`config.mk`:
```
export PLATFORM = sky130hd
export DESIGN_NAME = door_detector
export DESIGN_NICKNAME = d
export VERILOG_FILES = /design/src/rtl/door_detector.sv
export SDC_FILE = /design/constraint.sdc
export NUM_CORES = 1
export LEC_CHECK = 0
export ABC_AREA = 1
export CORE_ASPECT_RATIO = 0.5
export CORE_UTILIZATION = 44
export CTS_CLUSTER_DIAMETER = 40
export DETAILED_ROUTE_END_ITERATION = 10
export GPL_TIMING_DRIVEN = 0
export MAX_ROUTING_LAYER = met4
export PLACE_DENSITY = 0.77
export SYNTH_ARGS = -nofsm -noshare
export SYNTH_HDL_FRONTEND = slang
export SYNTH_SLANG_ARGS = --single-unit
```
`constraint.sdc`:
```
create_clock -name Clk -period 4 [get_ports Clk]
set_clock_uncertainty 0.15 [all_clocks]
set_input_delay 0.8 -clock Clk [delete_from_list [all_inputs] [get_ports Clk]]
set_output_delay 0.8 -clock Clk [all_outputs]
set_load 0.03 [all_outputs]
```
`src/rtl/door_detector.sv`:
```
// Door hit detector: samples player position on each synchronized vsync rise,
// reports a masked, prioritized door code for one frame, then holds off re-arming.
module door_detector #(
  parameter int DOOR_MARGIN     = 8,
  parameter int DOOR_LO         = 200,
  parameter int DOOR_HI         = 280,
  parameter int COOLDOWN_FRAMES = 8
) (
  input  logic       Clk,
  input  logic       Reset,
  input  logic       vsync,
  input  logic [9:0] player_x,
  input  logic [9:0] player_y,
  input  logic [2:0] room,
  output logic [2:0] doorcode,
  output logic       busy
);

  localparam logic [9:0] MARGIN_C = 10'(DOOR_MARGIN);
  localparam logic [9:0] RIGHT_C  = 10'(639 - DOOR_MARGIN);
  localparam logic [9:0] BOTTOM_C = 10'(479 - DOOR_MARGIN);
  localparam logic [9:0] LO_C     = 10'(DOOR_LO);
  localparam logic [9:0] HI_C     = 10'(DOOR_HI);
  localparam logic [7:0] CD_INIT  = 8'(COOLDOWN_FRAMES);

  typedef enum logic [1:0] {
    ST_ARMED    = 2'd0,
    ST_ASSERT   = 2'd1,
    ST_COOLDOWN = 2'd2
  } state_t;

  // Door mask per room, bit order {bottom, top, right, left}.
  function automatic logic [3:0] door_mask(input logic [2:0] rm);
    logic [3:0] m;
    case (rm)
      3'd0:    m = 4'b0110;
      3'd1:    m = 4'b0011;
      3'd2:    m = 4'b1000;
      3'd3:    m = 4'b1001;
      3'd4:    m = 4'b0110;
      3'd5:    m = 4'b0111;
      3'd6:    m = 4'b1000;
      3'd7:    m = 4'b0001;
      default: m = 4'b0000;
    endcase
    return m;
  endfunction

  logic       vs_meta_r, vs_sync_r, vs_prev_r;
  logic [2:0] warm_r;
  logic       frame_tick_s;
  logic       y_span_s, x_span_s;
  logic [3:0] hit_s, qual_s;
  logic [2:0] qual_code_s;
  state_t     state_r, state_nxt_s;
  logic [2:0] code_r, code_nxt_s;
  logic [7:0] cnt_r, cnt_nxt_s;
  logic [2:0] doorcode_r, doorcode_nxt_s;
  logic       busy_r, busy_nxt_s;

  // vsync synchronizer; warm_r blocks ticks until the edge detector holds genuinely sampled values.
  always_ff @(posedge Clk or negedge Reset) begin
    if (!Reset) begin
      vs_meta_r <= 1'b0;
      vs_sync_r <= 1'b0;
      vs_prev_r <= 1'b0;
      warm_r    <= 3'b000;
    end else begin
      vs_meta_r <= vsync;
      vs_sync_r <= vs_meta_r;
      vs_prev_r <= vs_sync_r;
      warm_r    <= {warm_r[1:0], 1'b1};
    end
  end

  assign frame_tick_s = vs_sync_r & ~vs_prev_r & warm_r[2];

  assign y_span_s = (player_y >= LO_C) && (player_y <= HI_C);
  assign x_span_s = (player_x >= LO_C) && (player_x <= HI_C);
  assign hit_s[0] = (player_x <= MARGIN_C) && y_span_s;
  assign hit_s[1] = (player_x >= RIGHT_C)  && y_span_s;
  assign hit_s[2] = (player_y <= MARGIN_C) && x_span_s;
  assign hit_s[3] = (player_y >= BOTTOM_C) && x_span_s;
  assign qual_s   = hit_s & door_mask(room);

  // Priority encoder: left > right > top > bottom.
  always_comb begin
    qual_code_s = 3'd0;
    if (qual_s[0])      qual_code_s = 3'd1;
    else if (qual_s[1]) qual_code_s = 3'd2;
    else if (qual_s[2]) qual_code_s = 3'd3;
    else if (qual_s[3]) qual_code_s = 3'd4;
    else                qual_code_s = 3'd0;
  end

  // State, latched code, cooldown counter and output registers.
  always_ff @(posedge Clk or negedge Reset) begin
    if (!Reset) begin
      state_r    <= ST_ARMED;
      code_r     <= 3'd0;
      cnt_r      <= 8'd0;
      doorcode_r <= 3'd0;
      busy_r     <= 1'b0;
    end else begin
      state_r    <= state_nxt_s;
      code_r     <= code_nxt_s;
      cnt_r      <= cnt_nxt_s;
      doorcode_r <= doorcode_nxt_s;
      busy_r     <= busy_nxt_s;
    end
  end

  // Next-state logic; all decisions happen only on a frame tick.
  always_comb begin
    state_nxt_s = state_r;
    code_nxt_s  = code_r;
    cnt_nxt_s   = cnt_r;
    case (state_r)
      ST_ARMED: begin
        if (frame_tick_s && (qual_code_s != 3'd0)) begin
          state_nxt_s = ST_ASSERT;
          code_nxt_s  = qual_code_s;
        end else begin
          state_nxt_s = ST_ARMED;
        end
      end
      ST_ASSERT: begin
        if (frame_tick_s) begin
          state_nxt_s = ST_COOLDOWN;
          cnt_nxt_s   = CD_INIT;
        end else begin
          state_nxt_s = ST_ASSERT;
        end
      end
      ST_COOLDOWN: begin
        if (frame_tick_s) begin
          if ((cnt_r == 8'd0) && (hit_s == 4'b0000)) begin
            state_nxt_s = ST_ARMED;
          end else if (cnt_r != 8'd0) begin
            cnt_nxt_s = cnt_r - 8'd1;
          end else begin
            cnt_nxt_s = 8'd0;
          end
        end else begin
          state_nxt_s = ST_COOLDOWN;
        end
      end
      default: begin
        state_nxt_s = ST_ARMED;
        code_nxt_s  = 3'd0;
        cnt_nxt_s   = 8'd0;
      end
    endcase
  end

  // Outputs derived from the next state so they are registered together with it.
  always_comb begin
    doorcode_nxt_s = 3'd0;
    busy_nxt_s     = 1'b0;
    if (state_nxt_s == ST_ASSERT) begin
      doorcode_nxt_s = code_nxt_s;
    end else begin
      doorcode_nxt_s = 3'd0;
    end
    if (state_nxt_s != ST_ARMED) begin
      busy_nxt_s = 1'b1;
    end else begin
      busy_nxt_s = 1'b0;
    end
  end

  assign doorcode = doorcode_r;
  assign busy     = busy_r;

endmodule

```
==> reports/qor.log <==
INFO  status         outcome=finished, final reports clean
INFO  floorplan      ioPinCount=30
INFO  setup_path     crit_chain=clkdlybuf4s50_1, nand2_1, nor2_2, nor2_1, nor2_2, nand2_2, nand3_1, nand2_1, nor2_2, nand2_2, o21ai_4, inv_4, nand2_1, o21ai_2
INFO  grt            grt_remaining_overflow=0
INFO  routing        route.detailed.drc=0
INFO  final_layout   area_growth=25.0%
INFO  clocking       root_buffer=sky130_fd_sc_hd__clkbuf_8
INFO  setup_path     timing.critical_path.arrival=2570ps
INFO  place          placedInstanceArea=0.00194sqmm
INFO  setup_path     critical_path.max_stage_delay=530ps
INFO  clocking       cts.clk_slew.worst_paths=70ps
INFO  logic_synthesis synth_fp_nets=262
INFO  routing        routed_wirelength=3.13mm
INFO  logic_synthesis number_of_synthesized_register_bits=23
INFO  floorplan      initial_core_util=0.496
INFO  logic_synthesis synth_xor_area_frac=0.0331
INFO  logic_synthesis ys_warn_count=0
INFO  clocking       postCtsHoldBufs=0
INFO  routing        drtIter0Drc=46
INFO  grt            grt_start_max_net_pins=24
INFO  logic_synthesis fraction_of_the_mapped_netlist_area_in_compound_gates=0.0969
INFO  logic_synthesis synthesis.instances=230
INFO  setup_path     path_class=in2reg
INFO  timing         final-setup-viol-count=0
INFO  place          total_half_perimeter_wirelength_after_legalization_and_detailed_placement=2.49mm
INFO  logic_synthesis synth.lib_cells_used.distinct=22
INFO  timing         setup-tns-final=0ps
INFO  grt            gr-usage-all-layers=0.182
INFO  routing        ant_nets=0
INFO  logic_synthesis post_synth.cell_area_avg=6.91squm
INFO  logic_synthesis synth_top_flop_cell=sky130_fd_sc_hd__dfrtp_1
INFO  setup_path     cp.required=4000ps
INFO  routing        detailroute.via_count=1468
INFO  logic_synthesis synth_top_area_share=0.362
INFO  logic_synthesis synthSimpleGateAreaFrac=0.369
INFO  clocking       cts.sink_count=23
INFO  clocking       number_of_instances_resized_during_post_cts_repair=0
INFO  final_layout   layout-drive-gt1-share=0.0722
INFO  worst_hold_path hold-path-cell-count=0
INFO  final_layout   post-route-cell-area=0.00199sqmm
INFO  logic_synthesis synth.largest_area_cell=sky130_fd_sc_hd__dfrtp_1
INFO  place          io_buffers=29
INFO  floorplan      die_h=44.5um
INFO  routing        1st_pass_router_iterations=4
INFO  clocking       insertion_delay=260ps
INFO  setup_path     timing.critical_path.slowest_stage_cell=sky130_fd_sc_hd__clkdlybuf4s50_1
INFO  logic_synthesis synth_mux_area_frac=0
INFO  grt            grt_pass1_vias=1298
INFO  final_layout   final-instance-count-excl-fill=311
INFO  power          cellPowerDensity=388mW/mm^2
INFO  logic_synthesis synth_common_cells=sky130_fd_sc_hd__nand2_1 (56), sky130_fd_sc_hd__nor2_1 (36), sky130_fd_sc_hd__inv_1 (35)
INFO  grt            grt_antenna_before_repair=0
INFO  setup_path     crit_path_max_fanout=9
INFO  setup_path     worst_setup_path_start_kind=primary input
INFO  logic_synthesis postSynth.asyncResetShare=1.00
INFO  final_layout   n_antenna_cell=0
INFO  logic_synthesis most_area_consuming_cells_after_synthesis=sky130_fd_sc_hd__dfrtp_1 (36%), sky130_fd_sc_hd__nand2_1 (13%), sky130_fd_sc_hd__nor2_1 (8.5%), sky130_fd_sc_hd__inv_1 (8.3%), sky130_fd_sc_hd__nand3_1 (6.0%)
INFO  logic_synthesis synthesis.area=0.00159sqmm
INFO  clocking       tritoncts=done
INFO  timing         grt_setup_unrepaired=no
INFO  timing         worst_slew_margin_rel=0.338
INFO  timing         final.min_clock_period=2570ps
INFO  routing        routedWlPerCell=10.1um
INFO  logic_synthesis synth_adder_area_share=0.0472
INFO  power          vdd_drop_max=0.278mV
INFO  place          place_congestion=0.906
INFO  floorplan      core_area=0.00321sqmm
INFO  clocking       cts.path.max_buffers=2
INFO  setup_path     r2r_cells=11
INFO  power          static-leakage-power=1.03nW
INFO  job            cap_violations=0
INFO  timing         min_period_over_period=0.642
INFO  routing        vias_per_cell=4.72
INFO  logic_synthesis synth_enable_flop_cells=0
INFO  setup_path     endpoint_kind=register
INFO  worst_hold_path hold_path_class=reg2reg
INFO  logic_synthesis sequential_element_share_of_the_synthesized_area=0.362
INFO  timing         worst_pin_slew=989ps
INFO  timing         timing.fmax=389MHz
INFO  logic_synthesis post-synth-top-count-cell=sky130_fd_sc_hd__nand2_1
INFO  logic_synthesis synth_top_family_by_area=simple AND/OR/NAND/NOR gates
INFO  floorplan      dieArea=0.00387sqmm
INFO  final_layout   fin_nets=296
INFO  timing         drv_slew=0
INFO  timing         final-hold-violation-count=0
INFO  floorplan      die_x=87.0um
INFO  grt            grt_first_pass_wirelength=5.29mm
INFO  place          place.detailed.instances=307
INFO  clocking       tritoncts.num_buffers=3
INFO  clocking       postCtsSetupRepairBufs=0
INFO  floorplan      core.rowCount=14
INFO  clocking       cts.htree.levels=1
## state kept, by name, indices dropped and copies added, names as in the netlist
register	cells
cnt_r	8
code_r	3
doorcode	3
warm_r	3
state_r	2
busy	1
vs_meta_r	1
vs_prev_r	1
vs_sync_r	1
## routing by layer
| metal | share of wire | up-vias | global-route usage |
|---|---|---|---|
| li1 | - | 794 | - |
| met1 | 0.51 | 648 | 0.235 |
| met2 | 0.44 | 24 | 0.301 |
| met3 | 0.039 | 2 | 0.0299 |
| met4 | 0.0086 | 0 | 0.0533 |
| met5 | 0 | - | - |
## cells in the final DEF (no fill, tap or decap)
master	instances
sky130_fd_sc_hd__nand3_1	19
sky130_fd_sc_hd__clkbuf_8	3
sky130_fd_sc_hd__o21ai_2	6
sky130_fd_sc_hd__nand2_1	56
sky130_fd_sc_hd__conb_1	1
sky130_fd_sc_hd__nand2_2	2
sky130_fd_sc_hd__nor2_2	3
sky130_fd_sc_hd__inv_1	35
sky130_fd_sc_hd__nand3_2	2
sky130_fd_sc_hd__nor3_1	5
sky130_fd_sc_hd__xor2_1	6
sky130_fd_sc_hd__clkbuf_1	1
sky130_fd_sc_hd__nor2_1	36
sky130_fd_sc_hd__dfrtp_1	23
sky130_fd_sc_hd__ha_1	6
sky130_fd_sc_hd__and2_1	2
sky130_fd_sc_hd__clkinv_2	1
sky130_fd_sc_hd__nand4_1	8
sky130_fd_sc_hd__o21bai_1	2
sky130_fd_sc_hd__a21oi_1	8
sky130_fd_sc_hd__nor3b_1	1
sky130_fd_sc_hd__o21ai_0	6
sky130_fd_sc_hd__o21ai_4	1
sky130_fd_sc_hd__clkdlybuf4s50_1	29
sky130_fd_sc_hd__inv_4	1
## final cells by class
type / instances / area [sq um]
plain buffers: 1 / 3.75
flip-flops and latches: 23 / 576
multi-input cells: 170 / 872
clock inverters: 1 / 5.00
clock buffers: 3 / 41.3
fillers: 286 / 1220
repair buffers: 29 / 290
well taps: 48 / 60.1
inverters: 36 / 138
## through the flow
step	utilization	power (mW)	hold WS [ps]	setup slack, ps
after global placement	0.605	0.616	183	1200
after detailed placement	0.605	0.631	188	1140
final	0.619	0.770	203	1430
after CTS	0.619	0.774	206	1420
after global routing	0.619	0.838	210	1260
after floorplan	-	0.532	181	1850
## critical path: cells and delay by family
family          cells  cell delay [ps]
simple gates       10              820
compound gates      2              310
buf+inv             2              630
## path summary, 6_finish.rpt
kind | slack (ps) | end | from
max | 1430 | cnt_r[3] | player_x[3]
min | 200 | warm_r[1] | warm_r[0]
max reg2reg | 1930 | cnt_r[3] | cnt_r[0]
min reg2reg | 200 | warm_r[1] | warm_r[0]
max in group asynchronous | 2170 | cnt_r[2] | Reset
min in group asynchronous | 930 | busy | Reset
## kinds of logic after synthesis
kind of cell	after synthesis
other	1
DFF	23
and+or+nand+nor	134
buffers and inverters	37
adders and majority gates	6
AOI/OAI and AO/OA	23
xor gates and xnor gates	6
## report_power, final
| part | total (mW) | switching, mW | internal (mW) | leakage (nW) |
|---|---|---|---|---|
| Sequential | 0.283 | 0.0188 | 0.264 | 0.304 |
| Clock | 0.141 | 0.0719 | 0.0694 | 0.0255 |
| Combinational | 0.345 | 0.215 | 0.131 | 0.705 |
| Total | 0.770 | 0.306 | 0.464 | 1.03 |
No activity file was read; power rests on OpenSTA's default activity.
